--- src/rtl/shake_msg_serializer_if.sv ---
// ---------------------------------------------------------------------------
// shake_msg_serializer_if
//
// Bundles the byte-stream input, the accumulator handshake and the serial
// chunk output of shake_msg_serializer.
//
// Handshake semantics (the one place they are written down):
//   Byte stream: a byte moves from producer to serializer on a rising clk edge
//   where s_valid && s_ready. s_data and s_last are only meaningful while
//   s_valid is high. s_ready is a decode of registered state and never depends
//   combinationally on s_valid. The serializer tolerates s_valid toggling, so
//   a producer may withdraw a byte that has not yet been taken.
//   Accumulator: acc_block_ready is level-sampled while the serializer waits
//   between blocks. Any cycle in which it is high counts as the
//   acknowledgement. Outside that wait it is ignored.
//   Zero-length message: empty_msg is a single-cycle pulse that is only
//   honoured while the serializer is idle.
//
// Signals:
//   s_valid, s_data[7:0], s_last, s_ready : message byte stream
//   empty_msg                             : zero-length message pulse
//   acc_block_ready                       : accumulator finished its block
//   acc_start                             : pulse, a new block begins
//   enable_2bit, serial_out[1:0]          : 2-bit chunk stream, LSB pair first
//   serial_end                            : pulse, no more data in this block
//   final_chunk                           : level, current block is the last
//   msg_done                              : pulse, final block acknowledged
//   busy                                  : serializer not idle
//
// Modports:
//   master : the message producer and accumulator side
//   slave  : the serializer side
// ---------------------------------------------------------------------------
interface shake_msg_serializer_if;
  logic       s_valid;
  logic [7:0] s_data;
  logic       s_last;
  logic       s_ready;
  logic       empty_msg;
  logic       acc_block_ready;
  logic       acc_start;
  logic       enable_2bit;
  logic [1:0] serial_out;
  logic       serial_end;
  logic       final_chunk;
  logic       msg_done;
  logic       busy;

  modport master (
    output s_valid,
    output s_data,
    output s_last,
    output empty_msg,
    output acc_block_ready,
    input  s_ready,
    input  acc_start,
    input  enable_2bit,
    input  serial_out,
    input  serial_end,
    input  final_chunk,
    input  msg_done,
    input  busy
  );

  modport slave (
    input  s_valid,
    input  s_data,
    input  s_last,
    input  empty_msg,
    input  acc_block_ready,
    output s_ready,
    output acc_start,
    output enable_2bit,
    output serial_out,
    output serial_end,
    output final_chunk,
    output msg_done,
    output busy
  );
endinterface

--- src/rtl/shake_msg_serializer.sv ---
// ---------------------------------------------------------------------------
// shake_msg_serializer
//
// Upstream feeder for the SHAKE256 message accumulator. Message bytes arrive
// on a valid/ready stream. Each byte is emitted as four 2-bit chunks, starting
// with the least significant pair. Chunks are framed into blocks of
// RATE_BYTES bytes:
//   - every block starts with a one-cycle acc_start pulse
//   - a block that ends the message (not completely full) ends with a
//     one-cycle serial_end pulse and raises final_chunk
//   - a completely full block never carries serial_end; the serializer
//     waits for the accumulator and continues with the next block
//   - when the message ends exactly on a block boundary (or is empty) an
//     extra block with no data is issued: acc_start, then serial_end
//     immediately, with final_chunk raised
// Between blocks the serializer waits for acc_block_ready. Once the final
// block is acknowledged it pulses msg_done and returns to idle.
//
// Parameters:
//   RATE_BYTES : bytes per rate block, legal range 2..255 (136 for SHAKE256)
//
// Ports:
//   clk       : clock, all logic on the rising edge
//   reset     : asynchronous, active-high
//   bus       : shake_msg_serializer_if slave modport (stream, handshake,
//               chunk output and status)
//   dbg_state : current FSM state encoding for observation
//
// All outputs are decodes of registered state. There is no combinational
// path from any input to any output.
// ---------------------------------------------------------------------------
module shake_msg_serializer #(
  parameter int RATE_BYTES = 136
) (
  input  logic                    clk,
  input  logic                    reset,
  shake_msg_serializer_if.slave   bus,
  output logic [2:0]              dbg_state
);

  typedef enum logic [2:0] {
    IDLE     = 3'd0,
    START    = 3'd1,
    SHIFT    = 3'd2,
    END_BLK  = 3'd3,
    WAIT_ACK = 3'd4
  } state_t;

  localparam logic [7:0] RATE_CNT = 8'(RATE_BYTES);

  state_t     state;
  state_t     state_nxt;

  logic [7:0] hold_byte;
  logic [7:0] hold_byte_nxt;
  logic       held;
  logic       held_nxt;
  logic       held_last;
  logic       held_last_nxt;
  logic [1:0] dibit_cnt;
  logic [1:0] dibit_cnt_nxt;
  logic [7:0] byte_cnt;
  logic [7:0] byte_cnt_nxt;
  logic       pad_pending;
  logic       pad_pending_nxt;
  logic       final_q;
  logic       final_nxt;
  logic       msg_done_q;
  logic       msg_done_nxt;

  // Byte count after the byte currently being emitted has gone out.
  logic [7:0] byte_cnt_inc;
  assign byte_cnt_inc = byte_cnt + 8'd1;

  // -------------------------------------------------------------------------
  // State register
  // -------------------------------------------------------------------------
  always_ff @(posedge clk or posedge reset) begin
    if (reset) begin
      state       <= IDLE;
      hold_byte   <= 8'h00;
      held        <= 1'b0;
      held_last   <= 1'b0;
      dibit_cnt   <= 2'd0;
      byte_cnt    <= 8'd0;
      pad_pending <= 1'b0;
      final_q     <= 1'b0;
      msg_done_q  <= 1'b0;
    end else begin
      state       <= state_nxt;
      hold_byte   <= hold_byte_nxt;
      held        <= held_nxt;
      held_last   <= held_last_nxt;
      dibit_cnt   <= dibit_cnt_nxt;
      byte_cnt    <= byte_cnt_nxt;
      pad_pending <= pad_pending_nxt;
      final_q     <= final_nxt;
      msg_done_q  <= msg_done_nxt;
    end
  end

  // -------------------------------------------------------------------------
  // Next-state and register update logic
  // -------------------------------------------------------------------------
  always_comb begin
    state_nxt       = state;
    hold_byte_nxt   = hold_byte;
    held_nxt        = held;
    held_last_nxt   = held_last;
    dibit_cnt_nxt   = dibit_cnt;
    byte_cnt_nxt    = byte_cnt;
    pad_pending_nxt = pad_pending;
    final_nxt       = final_q;
    msg_done_nxt    = 1'b0;

    case (state)
      IDLE: begin
        // A real byte wins over a simultaneous zero-length pulse.
        if (bus.s_valid) begin
          state_nxt = START;
        end else if (bus.empty_msg) begin
          state_nxt       = START;
          pad_pending_nxt = 1'b1;
        end
      end

      START: begin
        byte_cnt_nxt = 8'd0;
        // A padding-only block carries no data and closes immediately.
        state_nxt    = pad_pending ? END_BLK : SHIFT;
      end

      SHIFT: begin
        if (!held) begin
          if (bus.s_valid) begin
            hold_byte_nxt = bus.s_data;
            held_last_nxt = bus.s_last;
            held_nxt      = 1'b1;
            dibit_cnt_nxt = 2'd0;
          end
        end else begin
          // Present bits [1:0] this cycle, then move the next pair down.
          hold_byte_nxt = {2'b00, hold_byte[7:2]};
          dibit_cnt_nxt = dibit_cnt + 2'd1;
          if (dibit_cnt == 2'd3) begin
            held_nxt     = 1'b0;
            byte_cnt_nxt = byte_cnt_inc;
            if (byte_cnt_inc == RATE_CNT) begin
              // Full block: never closed with serial_end. If this was also
              // the last byte, the padding needs a block of its own.
              state_nxt = WAIT_ACK;
              if (held_last) begin
                pad_pending_nxt = 1'b1;
              end
            end else if (held_last) begin
              state_nxt = END_BLK;
            end
          end
        end
      end

      END_BLK: begin
        final_nxt       = 1'b1;
        pad_pending_nxt = 1'b0;
        state_nxt       = WAIT_ACK;
      end

      WAIT_ACK: begin
        if (bus.acc_block_ready) begin
          if (final_q) begin
            msg_done_nxt = 1'b1;
            final_nxt    = 1'b0;
            state_nxt    = IDLE;
          end else begin
            // Either the next data block or the pending padding block;
            // START tells them apart using pad_pending.
            state_nxt = START;
          end
        end
      end

      default: begin
        state_nxt = IDLE;
      end
    endcase
  end

  // -------------------------------------------------------------------------
  // Output decodes
  // -------------------------------------------------------------------------
  assign bus.s_ready     = (state == SHIFT) && !held;
  assign bus.enable_2bit = (state == SHIFT) && held;
  assign bus.serial_out  = bus.enable_2bit ? hold_byte[1:0] : 2'b00;
  assign bus.acc_start   = (state == START);
  assign bus.serial_end  = (state == END_BLK);
  assign bus.final_chunk = final_q;
  assign bus.msg_done    = msg_done_q;
  assign bus.busy        = (state != IDLE);
  assign dbg_state       = state;

endmodule

--- src/flat_wrapper.sv ---
// flat-port wrapper written by rule: the top's interface ports become plain ports
module shake_msg_serializer_flat 
#(
  parameter int RATE_BYTES = 136
)
  (clk, reset, dbg_state, bus_s_valid, bus_s_data, bus_s_last, bus_empty_msg, bus_acc_block_ready, bus_s_ready, bus_acc_start, bus_enable_2bit, bus_serial_out, bus_serial_end, bus_final_chunk, bus_msg_done, bus_busy);
  shake_msg_serializer_if bus_i ();
  input  logic clk;
  input  logic reset;
  output logic [2:0] dbg_state;
  input wire logic [$bits(bus_i.s_valid)-1:0] bus_s_valid;
  input wire logic [$bits(bus_i.s_data)-1:0] bus_s_data;
  input wire logic [$bits(bus_i.s_last)-1:0] bus_s_last;
  input wire logic [$bits(bus_i.empty_msg)-1:0] bus_empty_msg;
  input wire logic [$bits(bus_i.acc_block_ready)-1:0] bus_acc_block_ready;
  output wire logic [$bits(bus_i.s_ready)-1:0] bus_s_ready;
  output wire logic [$bits(bus_i.acc_start)-1:0] bus_acc_start;
  output wire logic [$bits(bus_i.enable_2bit)-1:0] bus_enable_2bit;
  output wire logic [$bits(bus_i.serial_out)-1:0] bus_serial_out;
  output wire logic [$bits(bus_i.serial_end)-1:0] bus_serial_end;
  output wire logic [$bits(bus_i.final_chunk)-1:0] bus_final_chunk;
  output wire logic [$bits(bus_i.msg_done)-1:0] bus_msg_done;
  output wire logic [$bits(bus_i.busy)-1:0] bus_busy;
  assign bus_i.s_valid = bus_s_valid;
  assign bus_i.s_data = bus_s_data;
  assign bus_i.s_last = bus_s_last;
  assign bus_i.empty_msg = bus_empty_msg;
  assign bus_i.acc_block_ready = bus_acc_block_ready;
  assign bus_s_ready = bus_i.s_ready;
  assign bus_acc_start = bus_i.acc_start;
  assign bus_enable_2bit = bus_i.enable_2bit;
  assign bus_serial_out = bus_i.serial_out;
  assign bus_serial_end = bus_i.serial_end;
  assign bus_final_chunk = bus_i.final_chunk;
  assign bus_msg_done = bus_i.msg_done;
  assign bus_busy = bus_i.busy;
  shake_msg_serializer #(.RATE_BYTES(RATE_BYTES)) u_core (.clk(clk), .reset(reset), .bus(bus_i), .dbg_state(dbg_state));
endmodule
--- config.mk ---
export PLATFORM = sky130hd
export DESIGN_NAME = shake_msg_serializer_flat
export DESIGN_NICKNAME = d
export VERILOG_FILES = /design/src/rtl/shake_msg_serializer_if.sv /design/src/rtl/shake_msg_serializer.sv /design/src/flat_wrapper.sv
export SDC_FILE = /design/constraint.sdc
export NUM_CORES = 1
export LEC_CHECK = 0
export BUFFER_PORTS_ARGS = -buffer_cell sky130_fd_sc_hd__buf_2
export CAP_MARGIN = 25
export CORE_MARGIN = 5
export CORE_UTILIZATION = 46
export CTS_BUF_LIST = sky130_fd_sc_hd__clkbuf_4 sky130_fd_sc_hd__clkbuf_8
export CTS_CLUSTER_DIAMETER = 50
export DETAILED_ROUTE_END_ITERATION = 8
export GPL_ROUTABILITY_DRIVEN = 0
export GPL_TIMING_DRIVEN = 1
export PLACE_DENSITY = 0.68
export RECOVER_POWER = 50
export SLEW_MARGIN = 10
export SYNTH_ARGS = -nofsm -noshare
export SYNTH_HDL_FRONTEND = slang
export SYNTH_SLANG_ARGS = --single-unit
--- constraint.sdc ---
create_clock -name clk -period 2.6 [get_ports clk]
set_input_delay 0.26 -clock clk [delete_from_list [all_inputs] [get_ports clk]]
set_output_delay 0.26 -clock clk [all_outputs]
set_load 0.02 [all_outputs]
==> results.py <==
metrics = {
    "timing": {
        "slew_headroom_pct": 29.2,
        "setup_viol": 0,
        "rsz0062_at_grt": "false",
        "period_minus_slack_ns": 2.01,
        "tightest_slew_ns": 1.06,
        "final.setup.tns_ns": 0,
        "fmax_mhz": 497,
        "finalHoldViolCount": 0,
        "skew_ns": 0.00558,
        "report.final.slew_viol_count": 0,
        "period_share_pct": 77.4,
    },
    "finish": {
        "layout_common_cells": "26 x dfrtp_1, 20 x buf_2, 18 x nand2_1, 10 x o21ai_1, 9 x o21ai_0",
        "utilization_pct": 53.8,
        "layout_commonest_cell": "dfrtp_1",
        "fillers": 306,
        "area_growth_pct": 11.5,
        "nets": 187,
        "antenna_cells": 0,
        "drive_gt1_share_pct": 27.1,
    },
    "global_routing": {
        "grt_pass1_wl_mm": 5.06,
        "antenna_found_initial": 0,
        "grt-ovfl-total": 0,
        "grt_use_total_pct": 14.6,
        "grt_max_degree": 27,
        "first_global_vias": 1105,
    },
    "cts": {
        "htreeDepth": 1,
        "ctsRootBufferMaster": "clkbuf_4",
        "cts-resized-gates": 0,
        "cts_tree": "done",
        "post_cts_buffers": 0,
        "cts.sinks": 26,
        "clkSlewWorstSetupHoldPaths_ns": 0.14,
        "cts_inserted_buffers": 3,
        "clock_latency_ns": 0.32,
        "clock_path_buffers": 2,
    },
    "drt": {
        "num_vias": 1120,
        "drtPass1Iterations": 4,
        "drt_iter0_markers": 56,
        "drtAntennaViolNets": 0,
        "drc_errors": 0,
        "routed_wl_mm": 2.89,
        "wire_per_inst_um": 13.5,
        "avgViaCountPerCell": 5.23,
    },
    "power": {
        "netSwitchingFraction_pct": 43.4,
        "power_density_mw_per_mm2": 961,
        "power.leakage_nw": 0.772,
        "seqPwrFrac_pct": 44.3,
        "ir_drop_uv": 487,
        "pwr-share-comb_pct": 42.7,
        "p_sw_uw": 685,
        "p_int_uw": 894,
        "p_clk_share_pct": 13.0,
    },
    "yosys": {
        "ys.flop_type": "dfrtp_1",
        "syn_avg_cell_area_um2": 10.1,
        "synth_area_leaders": "dfrtp_1 44%, mux2i_1 4.8%, nand2_1 4.6%",
        "yosys_warnings": 0,
        "synth_top_area_share_pct": 44.1,
        "netlist.top_cell.by_area": "dfrtp_1",
        "synth_edf_count": 0,
        "async_flop_share_pct": 100,
        "syn_nets": 162,
        "synth_cell_type_count": 44,
        "synthCells": 146,
        "synth_seq_cells": 26,
        "netlist_area_mm2": 0.00147,
        "ys_seq_area_share_pct": 44.1,
    },
    "floorplan": {
        "die_h_um": 66.6,
        "rows": 20,
        "core_area_mm2": 0.00305,
        "die_w_um": 66.6,
        "dieArea_mm2": 0.00444,
        "ioPinCount": 26,
        "initial_core_util_pct": 48.3,
    },
    "critical_path": {
        "worst_path_largest_cell_delay_ns": 0.59,
        "rr_worst_depth": 5,
        "crit_slowest_cell": "dfrtp_1",
        "worstPathRequired_ns": 2.34,
        "critPathArrivalTime_ns": 1.75,
        "critPathMaxFanout": 12,
        "timing_worst_setup_path_type": "reg -> out",
        "reg2reg_slack_ns": 0.65,
        "worstSetupEndpointType": "output port",
        "worst_setup_path_start_kind": "flip-flop",
        "worstPathCellList": "nor3b_4 -> and2_4 -> buf_2",
        "rr_endpoint": "u_core.byte_cnt[7]",
        "worstReg2RegStart": "u_core.dbg_state[0]",
    },
    "placement": {
        "place.port_buffers": 25,
        "hpwl_mm": 2.16,
    },
    "run": {
        "cap_violations": 0,
    },
    "outcome": {
        "status": "complete, no violations",
    },
    "hold_path": {
        "holdPathStages": 2,
        "holdPathEnd": "u_core.hold_byte[7]",
        "min_from": "bus_s_data[7]",
        "hp-class": "in -> reg",
    },
}
state kept, by name (all words and copies together) (netlist names):
signal                  cells
u_core.byte_cnt             8
u_core.hold_byte            8
u_core.dbg_state            3
u_core.dibit_cnt            2
u_core.bus.final_chunk      1
u_core.bus.msg_done         1
u_core.held                 1
u_core.held_last            1
u_core.pad_pending          1
through the flow:
step	setup slack, ns	cell area (um^2)	std cells	hold slack [ns]	total power [mW]
detailed placement	0.652	1600	208	0.465	1.40
global placement	0.725	1600	208	0.464	1.37
global route	0.433	1640	214	0.143	1.71
floorplan	0.946	1470	146	0.300	1.26
CTS	0.572	1640	212	0.131	1.61
finish	0.586	1640	214	0.144	1.58
synth_stat cells (all sizes together) (2+ instances only):
master and n:
and2b 4, o31ai 5, a22o 3, inv 6, mux2i 7, a21oi 5
nor3b 2, nor2 8, and3 4, nand2 18, a21o 2, mux2 2
nand3 4, and2 2, dfrtp 26, o21ai 20, a31oi 2, nor3 2
ha 2, buf 6, nand2b 4
critical path: cells and delay by family, from the launching register on:
family	cells	cell delay, ns
buf+inv	1	0.17
flops	1	0.59
simple gates	2	0.67
power groups by stage:
stage / clock network (mW) / logic (mW) / registers (mW)
after detailed placement: 0 / 0.691 / 0.708
final: 0.205 / 0.674 / 0.700
after floorplan: 0 / 0.631 / 0.625
after global routing: 0.226 / 0.757 / 0.725
after CTS: 0.216 / 0.694 / 0.700
after global placement: 0 / 0.673 / 0.695
worst max-delay path by stage:
stage	start	end	cells past startpoint
floorplan	u_core.dbg_state[0]	u_core.byte_cnt[4]	6
finish	u_core.dbg_state[1]	bus_enable_2bit	3
CTS	u_core.dbg_state[1]	bus_enable_2bit	3
detailed placement	u_core.dbg_state[0]	u_core.byte_cnt[7]	5
global route	u_core.dbg_state[1]	bus_enable_2bit	3
global placement	u_core.dbg_state[0]	u_core.byte_cnt[7]	5
final cells by class:
type,instances,area [um^2],area share (%)
Multi-Input combinational cell,107,746,45.4
Sequential cell,26,651,39.6
Tap cell,44,55.1,3.35
Inverter,6,22.5,1.37
Timing Repair Buffer,27,133,8.07
Clock buffer,4,36.3,2.21
cells by family (layout without fill, tap and decap cells):
family	count (synthesis)	count (layout)	share of synthesized area, %
and+or+nand+nor	52	52	21.5
AOI/OAI and AO/OA	43	43	20.5
adders and majority gates	2	2	1.70
buffers and inverters	13	37	5.26
DFF	26	26	44.1
muxes	9	9	6.28
xor gates and xnor gates	1	1	0.594
routing by layer:
layer	GRT usage, %	vias to the layer above	part of all wire, %
li1	-	571	-
met1	19.5	523	47
met2	23.8	21	47
met3	3.37	5	5.0
met4	3.81	0	1.1
met5	0	-	0
timing repair:
action,in CTS,in global routing
setup endpoints to repair,0,0
hold buffers,0,1
endpoints found under the hold margin,0,7
No activity file was read; power rests on OpenSTA's default activity.
